[src/rtl/ahb_sram_slave.sv]
`default_nettype none
// ============================================================================
// Module      : ahb_sram_slave
// Description : AHB-Lite slave over a word-addressed register memory.
//               Byte/halfword/word writes with lane masking, full-word
//               reads, configurable wait states and a two-cycle ERROR
//               response for misaligned or oversized transfers.
// Revision    : 1.0 - initial release
// ============================================================================
module ahb_sram_slave #(
    parameter int ADDR_WIDTH  = 8,
    parameter int DATA_WIDTH  = 32,
    parameter int WAIT_STATES = 0
) (
    input  logic                  ACLK,
    input  logic                  ARESET,
    input  logic                  HSEL,
    input  logic [ADDR_WIDTH-1:0] HADDR,
    input  logic [1:0]            HTRANS,
    input  logic                  HWRITE,
    input  logic [2:0]            HSIZE,
    input  logic [2:0]            HBURST,
    input  logic [DATA_WIDTH-1:0] HWDATA,
    input  logic                  HREADY,
    output logic                  HREADYOUT,
    output logic                  HRESP,
    output logic [DATA_WIDTH-1:0] HRDATA
);

    localparam int         c_DEPTH     = 2 ** (ADDR_WIDTH - 2);
    localparam int         c_LANES     = DATA_WIDTH / 8;
    localparam bit         c_HAS_WAIT  = (WAIT_STATES > 0);
    localparam logic [3:0] c_WAIT_LOAD = c_HAS_WAIT ? 4'(WAIT_STATES - 1) : 4'd0;

    localparam logic [2:0] c_ST_IDLE = 3'd0;
    localparam logic [2:0] c_ST_WAIT = 3'd1;
    localparam logic [2:0] c_ST_DATA = 3'd2;
    localparam logic [2:0] c_ST_ERR1 = 3'd3;
    localparam logic [2:0] c_ST_ERR2 = 3'd4;

    logic [2:0]            r_state;
    logic [2:0]            w_next_state;
    logic [3:0]            r_wait_cnt;
    logic [ADDR_WIDTH-3:0] r_idx;
    logic [1:0]            r_off;
    logic [1:0]            r_size;
    logic                  r_write;
    logic [DATA_WIDTH-1:0] r_mem [0:c_DEPTH-1];

    logic                  w_ready;
    logic                  w_accept;
    logic                  w_illegal;
    logic                  w_commit;
    logic [c_LANES-1:0]    w_lane_mask;
    logic                  w_unused_ok;

    // Burst type is informational only; every beat carries its own address.
    assign w_unused_ok = &{1'b0, HBURST, HTRANS[0]};

    // Only WAIT and ERR1 stall the bus; a new address phase is taken only
    // while this slave is itself ready.
    assign w_ready   = (r_state != c_ST_WAIT) && (r_state != c_ST_ERR1);
    assign w_accept  = HSEL & HTRANS[1] & HREADY & w_ready;
    assign w_illegal = (HSIZE > 3'd2)
                     | ((HSIZE == 3'd1) & HADDR[0])
                     | ((HSIZE == 3'd2) & (HADDR[1:0] != 2'b00));

    assign HREADYOUT = w_ready;
    assign HRESP     = (r_state == c_ST_ERR1) || (r_state == c_ST_ERR2);
    assign HRDATA    = (r_state == c_ST_DATA) ? r_mem[r_idx] : '0;

    // State register.
    always_ff @(posedge ACLK) begin
        if (ARESET) begin
            r_state <= c_ST_IDLE;
        end else begin
            r_state <= w_next_state;
        end
    end

    // Next-state decode; DATA and ERR2 can chain straight into a new transfer.
    always_comb begin
        w_next_state = r_state;
        case (r_state)
            c_ST_IDLE, c_ST_DATA, c_ST_ERR2: begin
                if (w_accept) begin
                    if (w_illegal) begin
                        w_next_state = c_ST_ERR1;
                    end else if (c_HAS_WAIT) begin
                        w_next_state = c_ST_WAIT;
                    end else begin
                        w_next_state = c_ST_DATA;
                    end
                end else begin
                    w_next_state = c_ST_IDLE;
                end
            end
            c_ST_WAIT: begin
                if (r_wait_cnt == 4'd0) begin
                    w_next_state = c_ST_DATA;
                end
            end
            c_ST_ERR1: w_next_state = c_ST_ERR2;
            default:   w_next_state = c_ST_IDLE;
        endcase
    end

    // Wait counter: loaded on a legal accept, counts down through WAIT.
    always_ff @(posedge ACLK) begin
        if (ARESET) begin
            r_wait_cnt <= 4'd0;
        end else if (w_accept && !w_illegal && c_HAS_WAIT) begin
            r_wait_cnt <= c_WAIT_LOAD;
        end else if ((r_state == c_ST_WAIT) && (r_wait_cnt != 4'd0)) begin
            r_wait_cnt <= r_wait_cnt - 4'd1;
        end
    end

    // Address-phase capture for the following data phase.
    always_ff @(posedge ACLK) begin
        if (ARESET) begin
            r_idx   <= '0;
            r_off   <= 2'b00;
            r_size  <= 2'b00;
            r_write <= 1'b0;
        end else if (w_accept) begin
            r_idx   <= HADDR[ADDR_WIDTH-1:2];
            r_off   <= HADDR[1:0];
            r_size  <= HSIZE[1:0];
            r_write <= HWRITE;
        end
    end

    // Byte-lane enables from the captured size and offset.
    always_comb begin
        w_lane_mask = 4'b1111;
        case (r_size)
            2'd0:    w_lane_mask = 4'b0001 << r_off;
            2'd1:    w_lane_mask = r_off[1] ? 4'b1100 : 4'b0011;
            default: w_lane_mask = 4'b1111;
        endcase
    end

    // A write lands at the edge closing DATA, unless reset drops it.
    assign w_commit = (r_state == c_ST_DATA) && r_write && !ARESET;

    // Storage array; contents survive reset by design.
    always_ff @(posedge ACLK) begin
        if (w_commit) begin
            for (int i = 0; i < c_LANES; i++) begin
                if (w_lane_mask[i]) begin
                    r_mem[r_idx][8*i +: 8] <= HWDATA[8*i +: 8];
                end
            end
        end
    end

endmodule
`default_nettype wire
[config.mk]
export PLATFORM = sky130hd
export DESIGN_NAME = ahb_sram_slave
export DESIGN_NICKNAME = d
export VERILOG_FILES = /design/src/rtl/ahb_sram_slave.sv
export SDC_FILE = /design/constraint.sdc
export NUM_CORES = 2
export LEC_CHECK = 0
export CORE_MARGIN = 1
export CORE_UTILIZATION = 35
export CTS_CLUSTER_DIAMETER = 200
export DETAILED_ROUTE_END_ITERATION = 8
export PLACE_DENSITY_LB_ADDON = 0.25
export SYNTH_ARGS = -nofsm -noshare
export SYNTH_HDL_FRONTEND = slang
export SYNTH_SLANG_ARGS = --single-unit
[constraint.sdc]
create_clock -name ACLK -period 3.05 [get_ports ACLK]
set_clock_uncertainty 0.2 [all_clocks]
set_input_delay 0.61 -clock ACLK [delete_from_list [all_inputs] [get_ports ACLK]]
set_output_delay 0.61 -clock ACLK [all_outputs]
set_load 0.05 [all_outputs]
Yosys cells after proc, flatten, opt, wreduce, memory -nomap -nowiden. Memory sizes are Yosys's and may differ from the RTL's. A register that Yosys moved wholly into a read port is not among the register bits. Cells that the tools add are included.

Register bits: 18. Memory bits (writable): 2048. Input bits: 53. Output and inout bits: 34. Logic and storage cells: 60. Memories: 1.

Memories: r_mem (words 64, width 32, rd ports 1, clocked after Yosys merged registers in 1, write ports 1, RTL line 48) `logic [DATA_WIDTH-1:0] r_mem [0:c_DEPTH-1];`.

Add/sub/neg operators: 1. Magnitude comparators: 1. Equality and inequality tests: 10. Shift operators: 1. Muxes and demuxes: 21. Bitwise gates (word level): 7. Reductions and logical operators: 12.

Operator list (count): 2-to-1 mux 32 bit (1); 2-to-1 mux 1 bit (13); 2-to-1 mux 6 bit (2); equality test 3 x 2 -> 1 bit, second input constant (3); case mux 3 bit (3 select lines) (1); case mux 4 bit (2 select lines) (1); equality test 3 x 1 -> 1 bit, second input constant (2); 2-to-1 mux 3 bit (2); bitwise AND 1 bit (5); logical AND 1 bit (4); zero test 4 bit (1); 2-to-1 mux 4 bit (1); nonzero test 4 bit (1); left shift 1 x 2 -> 4 bit, first input constant (1); subtractor 4 x 1 -> 4 bit, second input constant (1); equality test 3 bit, second input constant (1); greater-than comparator 3 x 2 -> 1 bit, second input constant (1); zero test 3 bit (1); inequality test 3 x 1 -> 1 bit, second input constant (1); inequality test 3 x 2 -> 1 bit, second input constant (1); OR reduction 3 bit (1); equality test 2 x 1 -> 1 bit, second input constant (1); zero test 2 bit (1); inequality test 2 bit, second input constant (1); 4 further kinds (5).

Longest topological paths before layout.
Depth after elaboration: 7. Gate-level depth with buffers: 11. Mapped depth without buffers: 6.

Worst setup path before layout. Ideal clock, no wire load.

Path type: reg-to-output. Start: register (tool-made name). End: output port HRDATA[21]. Arrival: 3.082 ns. Data required time: 2.240 ns. Slack: -0.842 ns. Stages on the path, launching flop included: 11. Path buffers: 6. Cells stage by stage: dfxtp_1 buf_6 buf_8 buf_6 buf_6 buf_6 buf_4 mux2i_1 o221ai_1 a211oi_1 nor4_1.

RTL lines: to (decl) (RTL line 27) `output logic [DATA_WIDTH-1:0] HRDATA`.

==> results.json <==
{
  "grt_overflow_total": 0,
  "end_kind": "output pin",
  "clkLatencyLatePin_ps": 870,
  "p_sw_mw": 12.83,
  "io_pins": 87,
  "clock-root-buffer": "clkbuf_16",
  "post-place-ws_ps": -805.0,
  "power.internal_mw": 47.39,
  "max_freq_ghz": 0.2267,
  "p_leak_nw": 32.15,
  "max-vdd-ir-drop_uv": 459.3,
  "synth_cell_type_count": 58,
  "rsz0062_at_grt": "yes",
  "die_h_um": 481.7,
  "hold_viol_final": 0,
  "timing.final.ws_setup_ps": -1361,
  "die_w_um": 481.7,
  "start_util_pct": 35.33,
  "status": "finished with violations",
  "yosys_warnings": 0,
  "cap_violations": 0,
  "first_pass_iters": 9,
  "ys_seq_elements": 2072,
  "vias": 42840,
  "slowest_stage": "mux4_2",
  "ys_top_cells_by_area": "edfxtp_1 (76%), mux4_2 (15%), mux2i_1 (1.4%)",
  "final_area_um2": 100900,
  "drt_iter0_markers": 5153,
  "cts_max_level": 4,
  "antenna_left": 0,
  "drv_slew": 0,
  "viasPerCell": 5.445,
  "fin_crit_sh_pct": 144.6,
  "wl_per_cell_um": 31.46,
  "synth-main-ff-cell": "edfxtp_1",
  "seqPwrFrac_pct": 52.0,
  "r2r-start": "r_idx[2]",
  "antenna_found_initial": 18,
  "synth_top_cell_area_share_pct": 76.36,
  "utilization_pct": 44.28,
  "power.total_mw": 60.22,
  "syn-num-nets": 3782,
  "required_ps": 2240,
  "port_buffers": 82,
  "grt_max_degree": 65,
  "crit_arrival_ps": 3600,
  "clock_sinks": 2072,
  "numCtsBuffers": 212,
  "synthArstFlopShare_pct": 0,
  "syn_to_final_growth_pct": 25.31,
  "path_max_fanout": 8,
  "dieArea_um2": 232000,
  "fin_crit_ps": 4411,
  "max-slew-margin-rel_pct": 13.56,
  "dpl-instance-area_um2": 91060,
  "drcViolationCount": 27,
  "grt_pass1_vias": 42700,
  "cts_tree": "yes",
  "violations": "DRC, setup timing",
  "drive_above_1_share_pct": 40.41,
  "avgSynthCellArea_um2": 21.60,
  "synth_edf_count": 2048,
  "power_density_nw_per_um2": 596.7,
  "switching_share_pct": 21.31,
  "synth_area_leader_cell": "edfxtp_1",
  "finalSetupViolations": 40,
  "fillers": 19380,
  "cpLargestDelayFamily": "compound AO/OA/AOI/OAI gates",
  "critical_path_class": "reg -> out",
  "place.gp.congestion": 0.8662,
  "hold_class": "in -> reg",
  "wl_um": 247500,
  "grt_pass1_wl_um": 339600,
  "cts_buffer_depth": 3,
  "rows": 175,
  "ff_latch_area_um2": 62000,
  "min_from": "HWDATA[6]",
  "nNetsFinal": 4723,
  "pwr-share-clk_pct": 43.4,
  "ys_seq_area_share_pct": 76.96,
  "syn_inst": 3728,
  "synth_area_um2": 80540,
  "dp_hpwl_um": 161700,
  "tightestPinTransition_ps": 1294,
  "crit_chain": "buf_12 -> clkbuf_16 -> buf_16 -> buf_12 -> mux4_2 -> a22o_1 -> o21ai_2 -> o221ai_2 -> o31a_4 -> buf_12",
  "max_stage_delay_ps": 490,
  "instances_no_fill": 7867,
  "path_common_cell": "buf_12",
  "grt_use_total_pct": 21.06,
  "cts.clk_slew.worst_paths_ps": 60,
  "multiInputGateArea_um2": 18410,
  "combPwrFrac_pct": 4.6,
  "core_area_um2": 227900,
  "dp.cells": 7344,
  "path_buf_inv": 5,
  "startpoint_type": "flop"
}
-- stage by stage --
step / hold slack, ps / TNS (ps)
after floorplan: 230.6 / -238.2
after global placement: 245.6 / -16660
after detailed placement: 276.1 / -16890
after CTS: 23.54 / -41360
after global routing: 43.23 / -42600
final: 53.91 / -39940
-- layout make-up --
class | instances | share of cell area [%]
Timing Repair Buffer | 943 | 9.613
Multi-Input combinational cell | 1434 | 18.24
Clock buffer | 265 | 5.526
Clock inverter | 133 | 1.411
Inverter | 6 | 0.02852
Tap cell | 3009 | 3.731
Sequential cell | 2072 | 61.43
Antenna cell | 5 | 0.01240
-- logic make-up after synthesis --
group | synth area share [%]
flip-flops | 76.96
multiplexers | 16.70
AND/OR/NAND/NOR | 2.730
AO/OA/AOI/OAI | 1.971
buffers and inverters | 1.596
XOR/XNOR | 0.03263
adder cells (fa/ha/maj) | 0.01553
-- flip-flops by register name, summed over array words and instances (netlist names), named ones only --
signal	count
r_idx	6
r_state	3
r_off	2
r_write	1
r_size	2
r_wait_cnt	4
r_mem	2048
-- power groups by stage --
stage	logic (mW)	registers, mW	clock network, mW
after detailed placement	2.50	31.9	0
final	2.78	31.3	26.1
after floorplan	1.04	31.9	0
after CTS	2.69	31.3	26.5
after global routing	2.89	31.3	27.6
after global placement	2.47	31.9	0
-- timing repair --
item / 4_1_cts / 5_1_grt
setup buffers: 64 / 58
pin swaps: 25 / 71
hold endpoints to repair: 20 / 0
setup endpoints to repair: 225 / 177
gates resized for setup: 194 / 161
hold buffers: 3 / 0
gates cloned: 9 / 11
-- final timing paths --
check	end	slack (ps)	cells past startpoint
setup / recovery	HRDATA[19]	-1360	10
hold / removal	r_mem[0][6]	50	1
setup reg to reg	r_mem[28][7]	-20	5
hold reg to reg	r_size[0]	280	2
-- Yosys cell counts (all sizes together) (14+ instances only) --
cell,instances
a211oi,16
a21oi,55
a22o,14
a22oi,46
buf,168
clkbuf,49
dfxtp,24
edfxtp,2048
mux2,18
mux2i,115
mux4,537
nand2,145
nand3,17
nor2,292
o21ai,19
o22ai,25
-- routing by layer --
layer | GRT usage (%) | up-vias | part of all wire (%)
met5 | 0.2486 | - | 0.21
met4 | 6.340 | 29 | 3.1
met3 | 5.036 | 356 | 8.8
met2 | 32.87 | 1921 | 47
met1 | 29.15 | 23050 | 41
li1 | - | 17480 | -
-- placed cells by master (no fill, tap or decap), types with 7 or more instances in the layout --
cell	n
a211oi_1	8
a21oi_1	38
a21oi_2	12
a22o_1	14
a22oi_1	27
a22oi_2	19
a31oi_1	8
and3_1	8
buf_12	140
buf_16	13
buf_2	32
buf_4	638
buf_6	60
buf_8	28
bufinv_16	23
clkbuf_1	48
clkbuf_16	224
clkdlybuf4s50_1	16
clkinv_1	39
clkinv_2	38
clkinvlp_4	15
dfxtp_1	18
edfxtp_1	2048
mux2_2	13
mux2i_1	91
mux2i_2	11
mux2i_4	13
mux4_2	537
nand2_1	138
nand2_2	7
nand2b_1	7
nand3_1	12
nor2_1	281
nor2_2	7
nor3_1	7
nor3b_1	7
o21ai_4	7
o22ai_1	14
o22ai_2	9
Note: power is estimated with default switching activity, not from simulation.
